**src/rtl/reg_wb_pkg.sv**
```systemverilog
// Shared constants and the writeback request type used by the writeback controller.
package reg_wb_pkg;

    localparam int DATA_WIDTH = 32;
    localparam int ADDR_WIDTH = 5;
    localparam int NUM_REGS   = 32;

    // One register write: destination and value
    typedef struct packed {
        logic [ADDR_WIDTH-1:0] rd;
        logic [DATA_WIDTH-1:0] data;
    } wb_req_t;

endpackage

```
**src/rtl/reg_wb_ctrl_wb_fifo.sv**
```systemverilog
// Small synchronous FIFO of writeback requests.
// The per-entry valid/rd outputs let the parent compare every queued
// destination against the operands under decode.
// Storage is a plain register array so that all entries can be read in parallel.
module wb_fifo
    import reg_wb_pkg::*;
#(
    parameter int DEPTH = 2
) (
    input  logic                  clk,
    input  logic                  rst_n,
    input  logic                  push,
    input  wb_req_t               push_data,
    input  logic                  pop,
    output logic                  full,
    output logic                  empty,
    output wb_req_t               head,
    output logic [DEPTH-1:0]      ent_vld,
    output logic [ADDR_WIDTH-1:0] ent_rd [DEPTH]
);

    localparam int PW = $clog2(DEPTH);

    // Pointers carry one extra wrap bit to tell full from empty
    logic [PW:0]   wr_ptr_reg;
    logic [PW:0]   rd_ptr_reg;
    logic [PW:0]   count;
    wb_req_t       mem_reg [DEPTH];

    assign count = wr_ptr_reg - rd_ptr_reg;
    assign empty = (wr_ptr_reg == rd_ptr_reg);
    assign full  = (wr_ptr_reg[PW] != rd_ptr_reg[PW]) &&
                   (wr_ptr_reg[PW-1:0] == rd_ptr_reg[PW-1:0]);
    assign head  = mem_reg[rd_ptr_reg[PW-1:0]];

    // An entry is live when its distance from the read pointer is below the fill count
    genvar gi;
    generate
        for (gi = 0; gi < DEPTH; gi++) begin : g_ent
            logic [PW-1:0] offset;
            assign offset      = PW'(gi) - rd_ptr_reg[PW-1:0];
            assign ent_vld[gi] = ({1'b0, offset} < count);
            assign ent_rd[gi]  = mem_reg[gi].rd;
        end
    endgenerate

    // Pointer update; reset discards every queued entry
    always_ff @(posedge clk or negedge rst_n) begin
        if (!rst_n) begin
            wr_ptr_reg <= '0;
            rd_ptr_reg <= '0;
        end else begin
            if (push && !full) wr_ptr_reg <= wr_ptr_reg + 1'b1;
            if (pop && !empty) rd_ptr_reg <= rd_ptr_reg + 1'b1;
        end
    end

    // Entry storage; contents need no reset because validity comes from the pointers
    always_ff @(posedge clk) begin
        if (push && !full) mem_reg[wr_ptr_reg[PW-1:0]] <= push_data;
    end

endmodule

```
**src/rtl/reg_wb_ctrl.sv**
```systemverilog
// Writeback controller: merges load returns and ALU results onto the single
// register-file write port, tracks outstanding loads and flags operand hazards.
module reg_wb_ctrl
    import reg_wb_pkg::*;
#(
    parameter int FIFO_DEPTH = 2
) (
    input  logic                  i_clk,
    input  logic                  i_rst_n,
    input  logic                  i_alu_vld,
    output logic                  o_alu_rdy,
    input  logic [ADDR_WIDTH-1:0] i_alu_rd,
    input  logic [DATA_WIDTH-1:0] i_alu_data,
    input  logic                  i_ld_issue,
    input  logic [ADDR_WIDTH-1:0] i_ld_issue_rd,
    input  logic                  i_ld_vld,
    input  logic [ADDR_WIDTH-1:0] i_ld_rd,
    input  logic [DATA_WIDTH-1:0] i_ld_data,
    input  logic [ADDR_WIDTH-1:0] i_rs1_addr,
    input  logic [ADDR_WIDTH-1:0] i_rs2_addr,
    output logic                  o_rs1_pend,
    output logic                  o_rs2_pend,
    output logic [NUM_REGS-1:0]   o_busy_vec,
    output logic                  o_rd_wren,
    output logic [ADDR_WIDTH-1:0] o_rd_addr,
    output logic [DATA_WIDTH-1:0] o_rd_data,
    output logic                  o_err_waw,
    output logic                  o_err_orphan
);

    logic                  fifo_full;
    logic                  fifo_empty;
    logic                  fifo_push;
    logic                  fifo_pop;
    wb_req_t               fifo_head;
    wb_req_t               alu_req;
    logic [FIFO_DEPTH-1:0] fifo_ent_vld;
    logic [ADDR_WIDTH-1:0] fifo_ent_rd [FIFO_DEPTH];

    logic                  alu_acc;
    logic                  alu_direct;

    logic                  wren_reg,   wren_next;
    wb_req_t               out_reg,    out_next;
    logic [NUM_REGS-1:0]   busy_reg,   busy_next;
    logic                  waw_reg,    waw_next;
    logic                  orphan_reg, orphan_next;

    // Ready depends only on the registered fill state, never on inputs
    assign o_alu_rdy  = ~fifo_full;
    assign alu_acc    = i_alu_vld & o_alu_rdy;
    // The FIFO is bypassed only when nothing older is waiting and no load claims the port
    assign alu_direct = alu_acc & ~i_ld_vld & fifo_empty;
    assign fifo_pop   = ~i_ld_vld & ~fifo_empty;
    // Results for x0 are accepted and silently dropped
    assign fifo_push  = alu_acc & ~alu_direct & (i_alu_rd != '0);
    assign alu_req    = '{rd: i_alu_rd, data: i_alu_data};

    wb_fifo #(.DEPTH(FIFO_DEPTH)) u_fifo (
        .clk       (i_clk),
        .rst_n     (i_rst_n),
        .push      (fifo_push),
        .push_data (alu_req),
        .pop       (fifo_pop),
        .full      (fifo_full),
        .empty     (fifo_empty),
        .head      (fifo_head),
        .ent_vld   (fifo_ent_vld),
        .ent_rd    (fifo_ent_rd)
    );

    // Arbitration, scoreboard update and error detection for the next cycle
    always_comb begin
        wren_next   = 1'b0;
        out_next    = out_reg;
        busy_next   = busy_reg;
        waw_next    = 1'b0;
        orphan_next = 1'b0;

        if (i_ld_vld) begin
            if (i_ld_rd != '0) begin
                wren_next   = 1'b1;
                out_next    = '{rd: i_ld_rd, data: i_ld_data};
                orphan_next = ~busy_reg[i_ld_rd];
                busy_next[i_ld_rd] = 1'b0;
            end
        end else if (!fifo_empty) begin
            wren_next = 1'b1;
            out_next  = fifo_head;
        end else if (alu_direct && (i_alu_rd != '0)) begin
            wren_next = 1'b1;
            out_next  = alu_req;
        end

        // A new reservation applied after the clear wins when both hit the same register;
        // a response retiring the old reservation in the same cycle is not a WAW
        if (i_ld_issue && (i_ld_issue_rd != '0)) begin
            waw_next = busy_reg[i_ld_issue_rd] &
                       ~(i_ld_vld && (i_ld_rd == i_ld_issue_rd));
            busy_next[i_ld_issue_rd] = 1'b1;
        end
    end

    // Registered write port, scoreboard and error pulses
    always_ff @(posedge i_clk or negedge i_rst_n) begin
        if (!i_rst_n) begin
            wren_reg   <= 1'b0;
            out_reg    <= '0;
            busy_reg   <= '0;
            waw_reg    <= 1'b0;
            orphan_reg <= 1'b0;
        end else begin
            wren_reg   <= wren_next;
            out_reg    <= out_next;
            busy_reg   <= busy_next;
            waw_reg    <= waw_next;
            orphan_reg <= orphan_next;
        end
    end

    // Operand hazard: outstanding load, queued ALU result, or write in flight to reg_file
    always_comb begin
        o_rs1_pend = busy_reg[i_rs1_addr] | (wren_reg && (out_reg.rd == i_rs1_addr));
        o_rs2_pend = busy_reg[i_rs2_addr] | (wren_reg && (out_reg.rd == i_rs2_addr));
        for (int i = 0; i < FIFO_DEPTH; i++) begin
            if (fifo_ent_vld[i] && (fifo_ent_rd[i] == i_rs1_addr)) o_rs1_pend = 1'b1;
            if (fifo_ent_vld[i] && (fifo_ent_rd[i] == i_rs2_addr)) o_rs2_pend = 1'b1;
        end
        if (i_rs1_addr == '0) o_rs1_pend = 1'b0;
        if (i_rs2_addr == '0) o_rs2_pend = 1'b0;
    end

    assign o_busy_vec   = busy_reg;
    assign o_rd_wren    = wren_reg;
    assign o_rd_addr    = out_reg.rd;
    assign o_rd_data    = out_reg.data;
    assign o_err_waw    = waw_reg;
    assign o_err_orphan = orphan_reg;

endmodule

```
**config.mk**
```make
export PLATFORM = sky130hd
export DESIGN_NAME = reg_wb_ctrl
export DESIGN_NICKNAME = d
export VERILOG_FILES = /design/src/rtl/reg_wb_pkg.sv /design/src/rtl/reg_wb_ctrl_wb_fifo.sv /design/src/rtl/reg_wb_ctrl.sv
export SDC_FILE = /design/constraint.sdc
export NUM_CORES = 1
export LEC_CHECK = 0
export CAP_MARGIN = 20
export CELL_PAD_IN_SITES_DETAIL_PLACEMENT = 1
export CELL_PAD_IN_SITES_GLOBAL_PLACEMENT = 1
export CORE_UTILIZATION = 29
export CTS_CLUSTER_SIZE = 10
export DETAILED_ROUTE_END_ITERATION = 10
export PLACE_DENSITY_LB_ADDON = 0.1
export SLEW_MARGIN = 20
export SYNTH_ARGS = -nofsm -noshare
export SYNTH_HDL_FRONTEND = slang
export SYNTH_SLANG_ARGS = --single-unit
export TNS_END_PERCENT = 1
```
**constraint.sdc**
```tcl
create_clock -name i_clk -period 4.2 [get_ports i_clk]
set_input_delay 0.63 -clock i_clk [delete_from_list [all_inputs] [get_ports i_clk]]
set_output_delay 0.63 -clock i_clk [all_outputs]
set_load 0.05 [all_outputs]
```
==> reports/qor.csv, run 1 <==
metric,value,unit
status,completed,
grt_overflow,0,
numCtsBuffers,17,
power,7.164,mW
fin_skew,0.01110,ns
crit_family,buffers and inverters,
synthCells,593,
powerDensity,726.5,nW/um2
core_area,24530,um2
clockBufferDepth,2,
die_area,25810,um2
post-route-period-util,84.95,%
final.min_clock_period,3.568,ns
antenna_left,0,
finalSetupViolCount,0,
grt_usage,20.17,%
r2r-start,u_fifo.rd_ptr_reg[0],
critPathBufInv,2,
cp_data_arrival_time,2.94,ns
worstPathMaxFanout,13,
worstSetupStartpoint,i_rs2_addr[0],
ys_seq_area_share,56.50,%
ios,169,
maxSlewHeadroom,33.66,%
rrSetupSlack,1.48,ns
worst_path_max_delay_cell,clkdlybuf4s50_1,
hpwl,17430,um
cts_root_buf,clkbuf_16,
cts_setup_buffers,0,
place_congestion,0.8646,
clkSinkCount,150,
drv_slew,0,
syn_area_per_cell,12.31,um2
cts_hold_buf,0,
rsz0062_at_grt,no,
synth_warnings,0,
tritoncts,built,
worst-setup-path-type,input pin to primary output,
syn_nets,690,
cts-htree-levels,4,
worstPathCellList,clkdlybuf4s50_1 > mux4_2 > mux4_2 > nand2_1 > nand2_1 > buf_4,
firstDrtPassIters,8,
wl_per_cell,23.45,um
max_clock_freq,280.3,MHz
end_kind,primary output,
ir_worst_vdd,0.3784,mV
wl,25300,um
drive_gt1_share,10.99,%
yosys_register_bits,150,
required,3.57,ns
die_h,160.7,um
initial_core_util,29.75,%
start_kind,input pin,
min_path_type,input pin to asynchronous set/reset pin,
p_leak,3.497,nW
cpPeakStageDelay,0.88,ns
via_count,5877,
port_buffers,168,
syn_area,7300,um2
layout.nets,839,
cap_violations,0,
num_antenna_cells,0,
grt_pass1_wl,39460,um
cts_resized,0,
drcViolationCount,0,
synth_cell_types,43,
worst_slew_pin_slew,0.9919,ns
grt_max_degree,59,
final-hold-violation-count,0,
rows,57,
area_growth,35.09,%
fp.dieW,160.7,um
clk_latency,0.42,ns
path_clk_slew,0.06,ns
grt_pass1_vias,6428,
drt_iter0_markers,457,
tns,0,ns
synth_edf_count,74,
ys_async_sr_fraction,50.67,%
routed_via_density,5.447,
ys.flop_type,dfrtp_1,
antenna_found_initial,0,
largest_reg_flops,74,
==> worst paths after layout <==
path,endpoint,depth (start not counted)
max,o_rs2_pend,6
min,o_busy_vec[9],1
max reg2reg,u_fifo.mem_reg[1][14],6
min reg2reg,u_fifo.rd_ptr_reg[1],1
max in group asynchronous,o_busy_vec[2],2
min in group i_clk,u_fifo.rd_ptr_reg[1],1
==> worst register-to-register path, delay by kind of cell (launching register included) <==
kind            cells  cell delay [ns]
compound gates      1             0.16
fa+ha+maj           1             0.33
buf+inv             2             0.56
flops               1             0.37
simple gates        2             0.95
==> cell type report <==
cell class	count	area, um2
sequential	150	4124
multi-input combinational	388	2974
clock buffer	19	442.9
clock inverter	13	111.4
fill	2642	14670
tap	324	405.4
timing repair buffer	180	1784
inverter	5	18.77
==> cell usage in the layout, fill, tap and decap left out, types with 2 or more instances in the layout <==
cell               n
nand3b_1           5
or3b_1             3
nor3b_1            2
xnor2_1           15
edfxtp_1          74
a222oi_1          37
o211ai_1           2
a211oi_1           5
nand2b_1           7
mux2i_1            6
clkinv_4           5
nor4_1             7
buf_4             13
a31oi_1           38
nand4_1            4
o32ai_1            2
a21oi_1            4
inv_6              5
o21ai_0           55
xor2_1            24
and2_1             2
dfrtp_1           76
mux4_2            31
nor2_1            45
inv_1              4
clkbuf_16         17
o21ai_1           14
nand2_1           46
buf_12             2
or4_1              3
ha_1               3
nor2b_1            6
mux2_1             2
nand3_1            8
clkdlybuf4s50_1  164
==> power by group <==
| group | internal [mW] | leakage [nW] | switching [mW] |
|---|---|---|---|
| Sequential | 2.11 | 1.60 | 0.404 |
| Clock | 0.789 | 0.271 | 0.658 |
| Combinational | 1.12 | 1.63 | 2.08 |
| Total | 4.02 | 3.50 | 3.14 |
==> metal layers <==
metal	wire length (um)	up-vias	GRT usage [%]
li1	-	2610	-
met1	10860	3066	25.99
met2	12700	182	34.26
met3	1503	19	4.494
met4	242	0	4.978
met5	0	-	0
==> cell families (layout without fill, tap and decap cells) <==
kind of cell | Yosys count | in the layout | share of synthesized area, %
mux | 39 | 39 | 10.70
xor+xnor | 40 | 40 | 4.902
simple gates | 143 | 143 | 9.205
buf+inv | 55 | 217 | 3.240
fa+ha+maj | 3 | 3 | 0.5143
flops | 150 | 150 | 56.50
compound gates | 163 | 163 | 14.95
==> metrics by stage <==
step           cells  setup WS [ns]  hold WS (ns)  cell area (um2)  utilization (%)
6_report        1079         0.6322        0.2576             9861            40.19
5_1_grt         1079         0.4895        0.3047             9861            40.19
4_1_cts         1078         0.6007        0.2838             9841            40.11
3_5_place_dp    1046         0.5995        0.5135             9286            37.85
3_3_place_gp    1046         0.6408        0.5050             9286            37.85
2_1_floorplan    593        -0.1856        0.3344             7305                -
==> cells in the mapped netlist, types with 3 or more instances <==
library cell  count  area, um2
xor2_1           24      210.2
a21oi_1           5      25.02
a211oi_1          5      37.54
xnor2_1          15      131.4
a222oi_1         37      370.4
nand2_1          46      172.7
or3b_1            3      26.28
buf_1             3      11.26
nand4_1           4      25.02
nor2b_1           6      37.54
o21ai_0          55      275.3
edfxtp_1         74       2222
or4_1             3      22.52
nand2b_1          7      43.79
clkbuf_1         25      93.84
nor4_1            7      43.79
nand3_1           8      40.04
o21ai_1          14      70.07
ha_1              3      37.54
a31oi_1          38      237.7
mux2i_1           6      60.06
buf_2            21      105.1
inv_1             4      15.01
dfrtp_1          76       1902
mux4_2           31      698.2
nor2_1           46      172.7
nand3b_1          5      37.54
(Power assumes the default switching activity.)
==> run 2, diff against run 1 <==
==> constraint.sdc (replaced) <==
create_clock -name i_clk -period 3.5 [get_ports i_clk]
set_input_delay 0.525 -clock i_clk [delete_from_list [all_inputs] [get_ports i_clk]]
set_output_delay 0.525 -clock i_clk [all_outputs]
set_load 0.05 [all_outputs]
==> run 2 against run 1 <==
Compared with the run above: count of clock-buffer cells in the layout is 2 lower; setup slack worse by 0.33 ns; via count is 1.9% higher; die area stayed put; highest routed layer unchanged; clock skew is 0.0018 ns lower; wire length is 0.98% higher; clock power is 28% higher; combinational power is 20% higher; critical path type unchanged; critical path depth is 2 higher.
==> reports/qor.csv, run 2 (synthesized netlist as in run 1, its figures left out) <==
metric,value,unit
status,completed,
path_clk_slew,0.07,ns
worst_slew_pin_slew,0.7376,ns
num_antenna_cells,0,
end_kind,primary output,
clockBufferDepth,2,
area_growth,36.44,%
r2r-start,u_fifo.rd_ptr_reg[0],
cpMostUsedCell,buf_4,
cpPeakStageDelay,0.81,ns
tns,0,ns
timing.hold.ws,0.06711,ns
cts-htree-levels,4,
fin_skew,0.009287,ns
worst-setup-path-type,input pin to primary output,
rsz0062_at_grt,no,
grt_overflow,0,
dp.cells,1057,
final-hold-violation-count,0,
antenna_found_initial,0,
crit_cells,8,
p_leak,3.555,nW
cts_hold_buf,0,
drt_iter0_markers,673,
ir_worst_vdd,0.4320,mV
firstDrtPassIters,6,
final_common_cell,clkdlybuf4s50_1,
antenna_left,0,
die_area,25810,um2
cts_setup_buffers,0,
hpwl,17970,um
rrSetupSlack,1.10,ns
drcViolationCount,0,
ios,169,
wl,25550,um
post-route-period-util,91.43,%
routed_via_density,5.500,
crit_family,buffers and inverters,
place_congestion,0.8157,
initial_core_util,29.75,%
cts_resized,0,
final_cells,1089,
worstPathMaxFanout,10,
cap_violations,0,
min_path_type,input pin to asynchronous set/reset pin,
worst_path_max_delay_cell,clkdlybuf4s50_1,
cts_root_buf,clkbuf_16,
powerDensity,877.4,nW/um2
fp.dieW,160.7,um
layout.nets,849,
final_cell_mix,"clkdlybuf4s50_1, dfrtp_1, edfxtp_1",
utilization,40.60,%
port_buffers,168,
start_kind,input pin,
max_clock_freq,312.5,MHz
final.min_clock_period,3.200,ns
critPathBufInv,3,
regToRegEndpoint,u_fifo.mem_reg[1][14],
required,2.97,ns
largest_reg_flops,74,
grt_max_degree,42,
cp_data_arrival_time,2.67,ns
drv_slew,0,
grt_pass1_wl,39720,um
via_count,5989,
clkSinkCount,150,
wl_per_cell,23.46,um
rows,57,
clk_latency,0.43,ns
core_area,24530,um2
rr_worst_depth,6,
maxSlewHeadroom,50.71,%
grt_usage,20.49,%
tritoncts,built,
worstSetupStartpoint,i_rs1_addr[1],
numCtsBuffers,17,
finalSetupViolCount,0,
worstPathCellList,clkdlybuf4s50_1 > buf_4 > mux2_1 > o21ai_0 > a211oi_1 > o32ai_1 > a21oi_1 > buf_4,
grt_pass1_vias,6486,
endpoint,o_rs1_pend,
drive_gt1_share,12.16,%
die_h,160.7,um
==> run 2: report_power, final <==
part | switching (mW) | total (mW) | internal [mW]
registers | 0.512 | 3.04 | 2.53
clock network | 0.841 | 1.85 | 1.01
logic | 2.49 | 3.84 | 1.35
total | 3.84 | 8.74 | 4.90
==> run 2: area by class of cell <==
type                    instances  area (um2)
clock inverters                15       165.2
repair buffers                190        1847
fillers                      2630       14570
well taps                     324       405.4
inverters                       5       18.77
flip-flops and latches        150        4124
clock buffers                  17       425.4
multi-input cells             388        2974
==> run 2: routing by layer <==
layer / track usage [%] / vias up / routed length [um]
met1: 27.56 / 3088 / 10990
met2: 32.88 / 239 / 12490
li1: - / 2638 / -
met3: 4.778 / 24 / 1701
met4: 5.931 / 0 / 367
met5: 0 / - / 0
==> run 2: worst min path at each step <==
stage,from,end,slack [ns],cells past startpoint
global placement,u_fifo.rd_ptr_reg[1],u_fifo.rd_ptr_reg[1],0.51,1
finish,i_rst_n,o_busy_vec[8],0.07,1
floorplan,i_rst_n,o_busy_vec[0],0.23,0
CTS,i_rst_n,o_busy_vec[8],0.09,1
global route,i_rst_n,o_busy_vec[8],0.12,1
detailed placement,o_busy_vec[0],o_busy_vec[0],0.51,0
==> run 2: per-stage QoR <==
step                      power [mW]  setup slack, ns  cell area, um2
final                          8.739           0.3001            9960
after global routing           9.181          0.02324            9960
after CTS                      8.826           0.2506            9960
after detailed placement       6.952           0.2638            9369
after global placement         6.855           0.2813            9369
after floorplan                5.394          -0.8856            7305
==> run 3, diff against run 2 <==
--- a/config.mk
+++ b/config.mk
@@ -12,6 +12,7 @@
 export CTS_CLUSTER_SIZE = 10
 export DETAILED_ROUTE_END_ITERATION = 10
 export PLACE_DENSITY_LB_ADDON = 0.1
+export RECOVER_POWER = 25
 export SLEW_MARGIN = 20
 export SYNTH_ARGS = -nofsm -noshare
 export SYNTH_HDL_FRONTEND = slang
==> run 3 against run 2 <==
Compared with the run above: the run now ends with capacitance limit, slew limit left; sequential cell count unchanged; maximum frequency about the same; clock skew about the same; combinational power about the same; largest power group unchanged; final area about the same; first-iteration DRC count down 0.30%; via count up 0.12%; sequential share of layout area about the same; utilization about the same; critical endpoint unchanged; critical path depth unchanged; count of clock-buffer cells in the layout unchanged; wire length about the same; largest cell class unchanged.
==> reports/qor.csv, run 3 (synthesized netlist as in run 1, its figures left out) <==
metric,value,unit
clkSinkCount,150,
final-hold-violation-count,0,
fp.dieW,160.7,um
start_kind,input pin,
core_area,24530,um2
drv_slew,39,
cap_violations,1,
tns,0,ns
initial_core_util,29.75,%
whs_endpoint,o_busy_vec[0],
p_leak,3.559,nW
rows,57,
via_count,5996,
pwr-share-clk,21.2,%
internal_power,4.890,mW
fin_ws,0.3001,ns
ios,169,
powerDensity,876.8,nW/um2
seqCellArea,4124,um2
post-route-period-util,91.43,%
clockBufferDepth,2,
largest_reg_flops,74,
place_congestion,0.8157,
grt_pass1_wl,39720,um
required,2.97,ns
cts_resized,0,
grt_max_degree,42,
path_clk_slew,0.06,ns
ir_worst_vdd,0.4305,mV
p_sw_share,44.00,%
worst-setup-path-type,input pin to primary output,
cts-htree-levels,4,
power,8.731,mW
combPwrFrac,43.9,%
wl_per_cell,23.43,um
p_seq_share,34.9,%
p_sw,3.842,mW
final.min_clock_period,3.200,ns
drive_gt1_share,12.03,%
max_clock_freq,312.5,MHz
drcViolationCount,0,
grt_overflow,0,
finalSetupViolCount,0,
firstDrtPassIters,5,
port_buffers,168,
holdPathStages,0,
worst_slew_pin_slew,2.255,ns
tritoncts,built,
cts_hold_buf,0,
fillCellCount,2629,
grt_pass1_vias,6486,
fin_skew,0.009226,ns
dp_slack,0.2638,ns
min_from,o_busy_vec[0],
cp_data_arrival_time,2.67,ns
maxSlewHeadroom,-50.34,%
final_cell_mix,"clkdlybuf4s50_1, dfrtp_1, edfxtp_1",
cts_setup_buffers,0,
drt_iter0_markers,671,
utilization,40.59,%
antenna_found_initial,1,
r2r-start,u_fifo.rd_ptr_reg[0],
rsz0062_at_grt,no,
regToRegEndpoint,u_fifo.mem_reg[1][14],
status,"complete, but fails checks",
layout.nets,849,
end_kind,primary output,
wl,25540,um
grt_usage,20.49,%
rrSetupSlack,1.10,ns
routed_via_density,5.501,
die_area,25810,um2
die_h,160.7,um
cts_root_buf,clkbuf_16,
area_growth,36.42,%
rr_worst_depth,6,
worstPathMaxFanout,10,
hpwl,17970,um
numCtsBuffers,17,
min_path_type,flop to flop,
multi_input_area,2974,um2
violations,"capacitance limit, slew limit",
antenna_left,0,
clk_latency,0.43,ns
final_common_cell,clkdlybuf4s50_1,
## run 3: worst max-delay path: stages
cell,delay [ns]
clkdlybuf4s50_1,0.81
buf_4,0.26
mux2_1,0.32
o21ai_0,0.15
a211oi_1,0.07
o32ai_1,0.24
a21oi_1,0.10
buf_4,0.19
## run 3: routing by layer
metal	track usage (%)	up-vias	wire, um
met4	5.931	0	367
met1	27.56	3106	10990
met5	0	-	0
li1	-	2638	-
met3	4.778	24	1619
met2	32.88	228	12560
## run 3: worst max path at each step
stage | end | start | slack [ns] | cells past startpoint
detailed placement | o_rs1_pend | i_rs1_addr[1] | 0.26 | 8
floorplan | u_fifo.mem_reg[0][0] | u_fifo.rd_ptr_reg[0] | -0.89 | 5
finish | o_rs1_pend | i_rs1_addr[1] | 0.30 | 8
global route | o_rs1_pend | i_rs1_addr[1] | 0.02 | 8
CTS | o_rs1_pend | i_rs1_addr[1] | 0.25 | 8
global placement | o_rs1_pend | i_rs1_addr[1] | 0.28 | 7
## run 3: layout make-up
cell class / instances / area share [%]
repair buffers: 190 / 18.51
multi-input cells: 388 / 29.87
well taps: 324 / 4.071
inverters: 5 / 0.1885
flip-flops and latches: 150 / 41.41
clock inverters: 15 / 1.658
clock buffers: 17 / 4.272
diodes: 1 / 0.02513
## run 3: stage by stage
stage	instances	hold slack, ns	area (um2)
6_report	1090	0.5176	9958
5_1_grt	1089	0.5539	9956
4_1_cts	1089	0.08769	9960
3_5_place_dp	1057	0.5125	9369
3_3_place_gp	1057	0.5054	9369
2_1_floorplan	593	0.2294	7305
## run 3: power by group through the flow
stage | combinational, mW | clock, mW | sequential [mW]
final | 3.84 | 1.85 | 3.04
after global routing | 4.10 | 1.96 | 3.12
after CTS | 3.89 | 1.89 | 3.05
after detailed placement | 3.88 | 0 | 3.07
after global placement | 3.80 | 0 | 3.05
after floorplan | 1.41 | 0 | 3.98
